==> src/rtl/atm_pkg.sv <==
// atm_pkg: operation codes, status codes and FSM state encoding shared by the ATM engine.
package atm_pkg;
    localparam logic [2:0] OP_BAL    = 3'd3;
    localparam logic [2:0] OP_WD     = 3'd4;
    localparam logic [2:0] OP_DEP    = 3'd5;
    localparam logic [2:0] OP_PIN    = 3'd6;
    localparam logic [2:0] OP_UNLOCK = 3'd7;

    typedef enum logic [2:0] {
        ST_OK, ST_NO_ACC, ST_BAD_PIN, ST_LOCKED,
        ST_WD_DENIED, ST_OVERFLOW, ST_BAD_NEWPIN, ST_BAD_OP
    } status_t;

    typedef enum logic [1:0] {S_IDLE, S_CHECK, S_EXEC, S_DONE} state_t;
endpackage

==> src/rtl/atm_lockout.sv <==
// atm_lockout: per-account wrong-PIN counters; an account is locked once its counter reaches MAX_TRIES.
module atm_lockout #(
    parameter int NUM_ACC   = 10,
    parameter int MAX_TRIES = 3,
    parameter int ACC_W     = 4
) (
    input  logic             clk,
    input  logic             rst,
    input  logic [ACC_W-1:0] idx,
    input  logic             fail,
    input  logic             clear,
    output logic             locked
);
    localparam int CNT_W = $clog2(MAX_TRIES + 1);

    logic [CNT_W-1:0] cnt_q [NUM_ACC];

    assign locked = cnt_q[idx] >= CNT_W'(MAX_TRIES);

    // saturate so a wrong unlock PIN on a locked account cannot wrap the counter
    always_ff @(posedge clk or negedge rst) begin
        if (!rst) begin
            for (int i = 0; i < NUM_ACC; i++) cnt_q[i] <= '0;
        end else if (clear) begin
            cnt_q[idx] <= '0;
        end else if (fail && !locked) begin
            cnt_q[idx] <= cnt_q[idx] + 1'b1;
        end
    end
endmodule

==> src/rtl/atm_engine.sv <==
// atm_engine: four-stage (IDLE/CHECK/EXEC/DONE) ATM transaction engine over a small account database.
// Optional wrong-PIN lockout and admin unlock (op 7) are enabled by defining ATM_LOCKOUT_EN.
module atm_engine
    import atm_pkg::*;
#(
    parameter int NUM_ACC   = 10,
    parameter int BAL_W     = 14,
    parameter int PIN_W     = 14,
    parameter int INIT_BAL  = 1000,
    parameter int INIT_PIN  = 1234,
    parameter int MAX_WD    = 5000,
    parameter int MAX_TRIES = 3,
    parameter int ADMIN_PIN = 9999,
    localparam int ACC_W    = $clog2(NUM_ACC + 1)
) (
    input  logic             clk,
    input  logic             rst,
    input  logic             req_valid,
    output logic             req_ready,
    input  logic [2:0]       operation,
    input  logic [ACC_W-1:0] acc_num,
    input  logic [PIN_W-1:0] pin,
    input  logic [PIN_W-1:0] new_pin,
    input  logic [BAL_W-1:0] amount,
    output logic             resp_valid,
    output logic             success,
    output logic [2:0]       status,
    output logic [BAL_W-1:0] balance,
    output logic [1:0]       state
);
    state_t           state_q;
    status_t          chk_q, status_q, check_d, fin_d;
    logic [2:0]       op_q;
    logic [ACC_W-1:0] acc_q, idx;
    logic [PIN_W-1:0] pin_q, npin_q;
    logic [BAL_W-1:0] amt_q, balance_q, new_bal_d;
    logic             resp_valid_q, success_q;
    logic [BAL_W-1:0] bal_db_q [NUM_ACC];
    logic [PIN_W-1:0] pin_db_q [NUM_ACC];
    logic             acc_ok, op_bad, locked, wd_bad, dep_bad, newpin_bad;
    logic [BAL_W:0]   sum;

    assign acc_ok = acc_q != '0 && acc_q <= ACC_W'(NUM_ACC);
    assign idx    = acc_ok ? acc_q - 1'b1 : '0;

`ifdef ATM_LOCKOUT_EN
    assign op_bad = op_q < OP_BAL;
    atm_lockout #(.NUM_ACC(NUM_ACC), .MAX_TRIES(MAX_TRIES), .ACC_W(ACC_W)) u_lockout (
        .clk    (clk),
        .rst    (rst),
        .idx    (idx),
        .fail   (state_q == S_EXEC && acc_ok && chk_q == ST_BAD_PIN),
        .clear  (state_q == S_EXEC && chk_q == ST_OK),
        .locked (locked)
    );
`else
    assign op_bad = op_q < OP_BAL || op_q == OP_UNLOCK;
    assign locked = 1'b0;
`endif

    // unlock bypasses the lock check and authenticates against the admin credential
    always_comb begin
        check_d = !acc_ok ? ST_NO_ACC :
                  op_bad ? ST_BAD_OP :
                  op_q == OP_UNLOCK ? (pin_q == PIN_W'(ADMIN_PIN) ? ST_OK : ST_BAD_PIN) :
                  locked ? ST_LOCKED :
                  pin_q != pin_db_q[idx] ? ST_BAD_PIN : ST_OK;
    end

    assign sum        = {1'b0, bal_db_q[idx]} + {1'b0, amt_q};
    assign wd_bad     = amt_q > bal_db_q[idx] || amt_q > BAL_W'(MAX_WD);
    assign dep_bad    = sum[BAL_W];
    assign newpin_bad = npin_q == pin_q || npin_q < PIN_W'(1000) || npin_q > PIN_W'(9999);

    always_comb begin
        fin_d = chk_q != ST_OK ? chk_q :
                op_q == OP_WD && wd_bad ? ST_WD_DENIED :
                op_q == OP_DEP && dep_bad ? ST_OVERFLOW :
                op_q == OP_PIN && newpin_bad ? ST_BAD_NEWPIN : ST_OK;
        new_bal_d = op_q == OP_WD ? bal_db_q[idx] - amt_q :
                    op_q == OP_DEP ? sum[BAL_W-1:0] : bal_db_q[idx];
    end

    always_ff @(posedge clk or negedge rst) begin
        if (!rst) begin
            state_q      <= S_IDLE;
            chk_q        <= ST_OK;
            status_q     <= ST_OK;
            resp_valid_q <= 1'b0;
            success_q    <= 1'b0;
            balance_q    <= '0;
            op_q         <= '0;
            acc_q        <= '0;
            pin_q        <= '0;
            npin_q       <= '0;
            amt_q        <= '0;
            for (int i = 0; i < NUM_ACC; i++) begin
                bal_db_q[i] <= BAL_W'(INIT_BAL);
                pin_db_q[i] <= PIN_W'(INIT_PIN);
            end
        end else begin
            case (state_q)
                S_IDLE: if (req_valid) begin
                    op_q    <= operation;
                    acc_q   <= acc_num;
                    pin_q   <= pin;
                    npin_q  <= new_pin;
                    amt_q   <= amount;
                    state_q <= S_CHECK;
                end
                S_CHECK: begin
                    chk_q   <= check_d;
                    state_q <= S_EXEC;
                end
                S_EXEC: begin
                    status_q     <= fin_d;
                    success_q    <= fin_d == ST_OK;
                    balance_q    <= fin_d == ST_OK ? new_bal_d : '0;
                    resp_valid_q <= 1'b1;
                    if (fin_d == ST_OK) begin
                        bal_db_q[idx] <= new_bal_d;
                        if (op_q == OP_PIN) pin_db_q[idx] <= npin_q;
                    end
                    state_q <= S_DONE;
                end
                default: begin
                    resp_valid_q <= 1'b0;
                    state_q      <= S_IDLE;
                end
            endcase
        end
    end

    assign req_ready  = state_q == S_IDLE;
    assign resp_valid = resp_valid_q;
    assign success    = success_q;
    assign status     = status_q;
    assign balance    = balance_q;
    assign state      = state_q;
endmodule

==> config.mk <==
export PLATFORM = sky130hd
export DESIGN_NAME = atm_engine
export DESIGN_NICKNAME = d
export VERILOG_FILES = /design/src/rtl/atm_pkg.sv /design/src/rtl/atm_lockout.sv /design/src/rtl/atm_engine.sv
export SDC_FILE = /design/constraint.sdc
export NUM_CORES = 1
export LEC_CHECK = 0
export ABC_AREA = 0
export BUFFER_PORTS_ARGS = -buffer_cell sky130_fd_sc_hd__buf_2
export CORE_MARGIN = 2
export CORE_UTILIZATION = 46
export CTS_CLUSTER_SIZE = 24
export DETAILED_ROUTE_END_ITERATION = 16
export REMOVE_ABC_BUFFERS = 1
export SETUP_SLACK_MARGIN = 0.1
export SLEW_MARGIN = 20
export SYNTH_ARGS = -nofsm -noshare
export SYNTH_HDL_FRONTEND = slang
export SYNTH_HIERARCHICAL = 1
export SYNTH_SLANG_ARGS = --single-unit
==> constraint.sdc <==
create_clock -name clk -period 9.1 [get_ports clk]
set_clock_uncertainty 0.1 [all_clocks]
set_input_delay 1.82 -clock clk [delete_from_list [all_inputs] [get_ports clk]]
set_output_delay 1.82 -clock clk [all_outputs]
set_load 0.01 [all_outputs]
==> results.sh <==
export IMPL_hold_path_depth=1
export IMPL_post_cts_resized=0
export IMPL_power_density_nw_per_um2=371
export IMPL_async_flop_share_pct=100
export IMPL_first_global_vias=12818
export IMPL_drv_cap=0
export IMPL_final_cells=2165
export IMPL_rsz0062_at_grt="false"
export IMPL_fin_crit_ns=7.36
export IMPL_grt_max_degree=134
export IMPL_p_leak_nw=9.21
export IMPL_syn2layout_area_growth_pct=12.0
export IMPL_yosys_area_top_type="dfrtp_1"
export IMPL_ys_ff_latch=353
export IMPL_regToRegSetupSlack_ns=1.74
export IMPL_cts_root_buf="clkbuf_16"
export IMPL_cts_tree="built"
export IMPL_timing_rr_start="acc_q[0]"
export IMPL_die_h_um=204
export IMPL_num_vias=12810
export IMPL_crit_required_ns=9.45
export IMPL_cts_sinks=353
export IMPL_fin_tns_setup_ns=0
export IMPL_ys_seq_area_share_pct=48.8
export IMPL_start_util_pct=46.5
export IMPL_rows=73
export IMPL_period_share_pct=80.8
export IMPL_diodes=0
export IMPL_antenna_found_initial=0
export IMPL_critPathMaxFanout=60
export IMPL_finalPower_mw=7.65
export IMPL_avgSynthCellArea_um2=11.7
export IMPL_coreArea_um2=39500
export IMPL_netlist_top_cells_area="dfrtp_1, mux2_2, dfstp_2, ha_1, nand2_1"
export IMPL_cts_max_path_buffers=3
export IMPL_clkTransAtPathRegs_ns=0.06
export IMPL_finalNetCount=1696
export IMPL_die_w_um=204
export IMPL_dp_cells=2091
export IMPL_holdBufCountCts=0
export IMPL_cp_arrival_ns=7.71
export IMPL_hold_end="success"
export IMPL_synthFlopType="dfrtp_1"
export IMPL_overflow=0
export IMPL_grt_usage_pct=23.8
export IMPL_numCtsBuffers=40
export IMPL_max_freq_mhz=136
export IMPL_critPathLaunch="acc_q[0]"
export IMPL_wl_um=48500
export IMPL_worst_setup_path_type="reg -> reg"
export IMPL_r2r_end="bal_db_q[32]"
export IMPL_pre_cts_slack_ns=1.80
export IMPL_reg2regPathDepth=20
export IMPL_synth_most_common_cell="mux2_2"
export IMPL_drive_above_1_share_pct=41.3
export IMPL_gp_congestion=0.926
export IMPL_port_buffers=73
export IMPL_synthCells=1573
export IMPL_ir_drop_uv=240
export IMPL_die_area_um2=41600
export IMPL_hp_class="reg -> reg"
export IMPL_worst_pin_slew_ns=1.11
export IMPL_pin_count=74
export IMPL_h_tree_depth=2
export IMPL_min_delay_start="success"
export IMPL_endpoint_kind="register"
export IMPL_slew_headroom_pct=25.6
export IMPL_grt_pass1_wl_um=76200
export IMPL_hpwl_um=31800
export IMPL_post_cts_setup_buffer_count=0
export IMPL_drtAntennaViolNets=0
export IMPL_setup_ws_ns=1.74
export IMPL_firstDrtPassIters=5
export IMPL_ys_types=75
export IMPL_drtIter0Drc=889
export IMPL_setup_viol=0
export IMPL_status="finished clean"
export IMPL_synth_top_cell_area_share_pct=33.1
export IMPL_synthesis_area_um2=18400
export IMPL_yosys_warnings=6
export IMPL_final_util_pct=52.0
export IMPL_ys_top_cells_by_count="mux2_2, dfrtp_1, dfstp_2"
export IMPL_final_hold_viol_count=0
export IMPL_via_per_inst=5.92
export IMPL_drc=0
export IMPL_clk_latency_ns=0.58
export IMPL_synth_edf_count=0
export IMPL_wl_per_cell_um=22.4
export IMPL_slew_violations=0
export IMPL_cp_start_kind="register"
cells in the final DEF (no fill, tap or decap), types with 5 or more instances in the layout:
cell type,Yosys,layout
a31oi_1,11,11
xor2_1,24,24
clkinv_2,0,8
o22ai_1,5,5
nand2b_1,9,9
nand2_1,106,105
buf_2,43,72
mux2i_1,37,37
o2bb2ai_1,5,5
o21ai_1,4,6
xnor2_1,13,13
clkbuf_1,57,10
o21ai_0,78,76
buf_4,6,37
dfstp_2,110,110
nand3_1,29,29
a21oi_1,68,68
mux2_2,361,361
a221oi_1,23,23
clkbuf_8,0,7
o31ai_1,6,6
o21a_1,7,7
nor2b_1,10,10
ha_1,34,33
nor2_1,47,45
clkbuf_16,0,41
a21o_1,17,17
a22oi_1,27,27
nor4_1,10,10
a22o_1,27,27
nor3_2,4,6
and3_1,5,5
inv_1,41,41
nor3_1,18,15
dfrtp_1,243,242
a211oi_1,5,5
kinds of logic after synthesis:
group / after synthesis / share of synthesized area [%]
XOR/XNOR: 37 / 1.76
multiplexers: 398 / 24.1
flip-flops: 353 / 48.8
AO/OA/AOI/OAI: 322 / 11.8
buffers and inverters: 163 / 3.98
AND/OR/NAND/NOR: 264 / 6.97
adder cells (fa/ha/maj): 36 / 2.53
worst max-delay path, cell delays in order (launching register included):
cell      delay [ns]
dfrtp_2         0.67
clkinv_1        0.46
ha_4            0.79
buf_4           0.65
mux2_2          0.40
a221oi_1        0.29
a21o_1          0.16
a22o_1          0.19
inv_1           0.06
ha_1            0.19
inv_1           0.07
fa_1            0.18
o21ba_2         0.13
o21bai_1        0.10
a31oi_1         0.29
a21boi_1        0.16
a221oi_1        0.29
o21a_1          0.23
nand2b_1        0.39
nor4_4          0.92
mux2_2          0.41
worst max path at each step:
stage / end / slack (ns) / cells past startpoint
3_3_place_gp: bal_db_q[110] / 1.95 / 20
5_1_grt: bal_db_q[39] / 1.27 / 19
2_1_floorplan: bal_db_q[70] / -0.38 / 17
6_report: bal_db_q[32] / 1.74 / 20
3_5_place_dp: bal_db_q[102] / 1.80 / 20
4_1_cts: bal_db_q[102] / 1.73 / 20
flip-flops by register name, summed over array words and instances, names as in the netlist:
signal,flops
op_q,3
bal_db_q,140
state,2
resp_valid,1
pin_q,14
balance,14
acc_q,4
success,1
status,3
pin_db_q,140
amt_q,14
chk_q,3
npin_q,14
per-stage QoR:
stage / hold slack (ns) / instance area, um^2
after floorplan: 0.373 / 17800
after global routing: 0.401 / 20600
after CTS: 0.381 / 20600
final: 0.373 / 20600
after global placement: 0.361 / 19200
after detailed placement: 0.368 / 19200
layout make-up:
type	instances	area, um^2
Clock buffer	58	1160
Inverter	44	165
Fill cell	3493	19000
Tap cell	525	657
Clock inverter	16	215
Multi-Input combinational cell	1057	8730
Sequential cell	353	8970
Timing Repair Buffer	112	684
power breakdown:
group	internal [mW]	switching (mW)
Sequential	1.87	0.348
Combinational	1.31	2.43
Clock	1.01	0.679
Total	4.18	3.46
layer usage:
layer | track usage [%] | vias to the layer above | part of all wire [%]
met1 | 31.9 | 6566 | 44
li1 | - | 5760 | -
met5 | 0 | - | 0
met3 | 3.62 | 106 | 4.8
met4 | 8.65 | 0 | 3.2
met2 | 39.1 | 378 | 48
No activity file was read; power rests on OpenSTA's default activity.
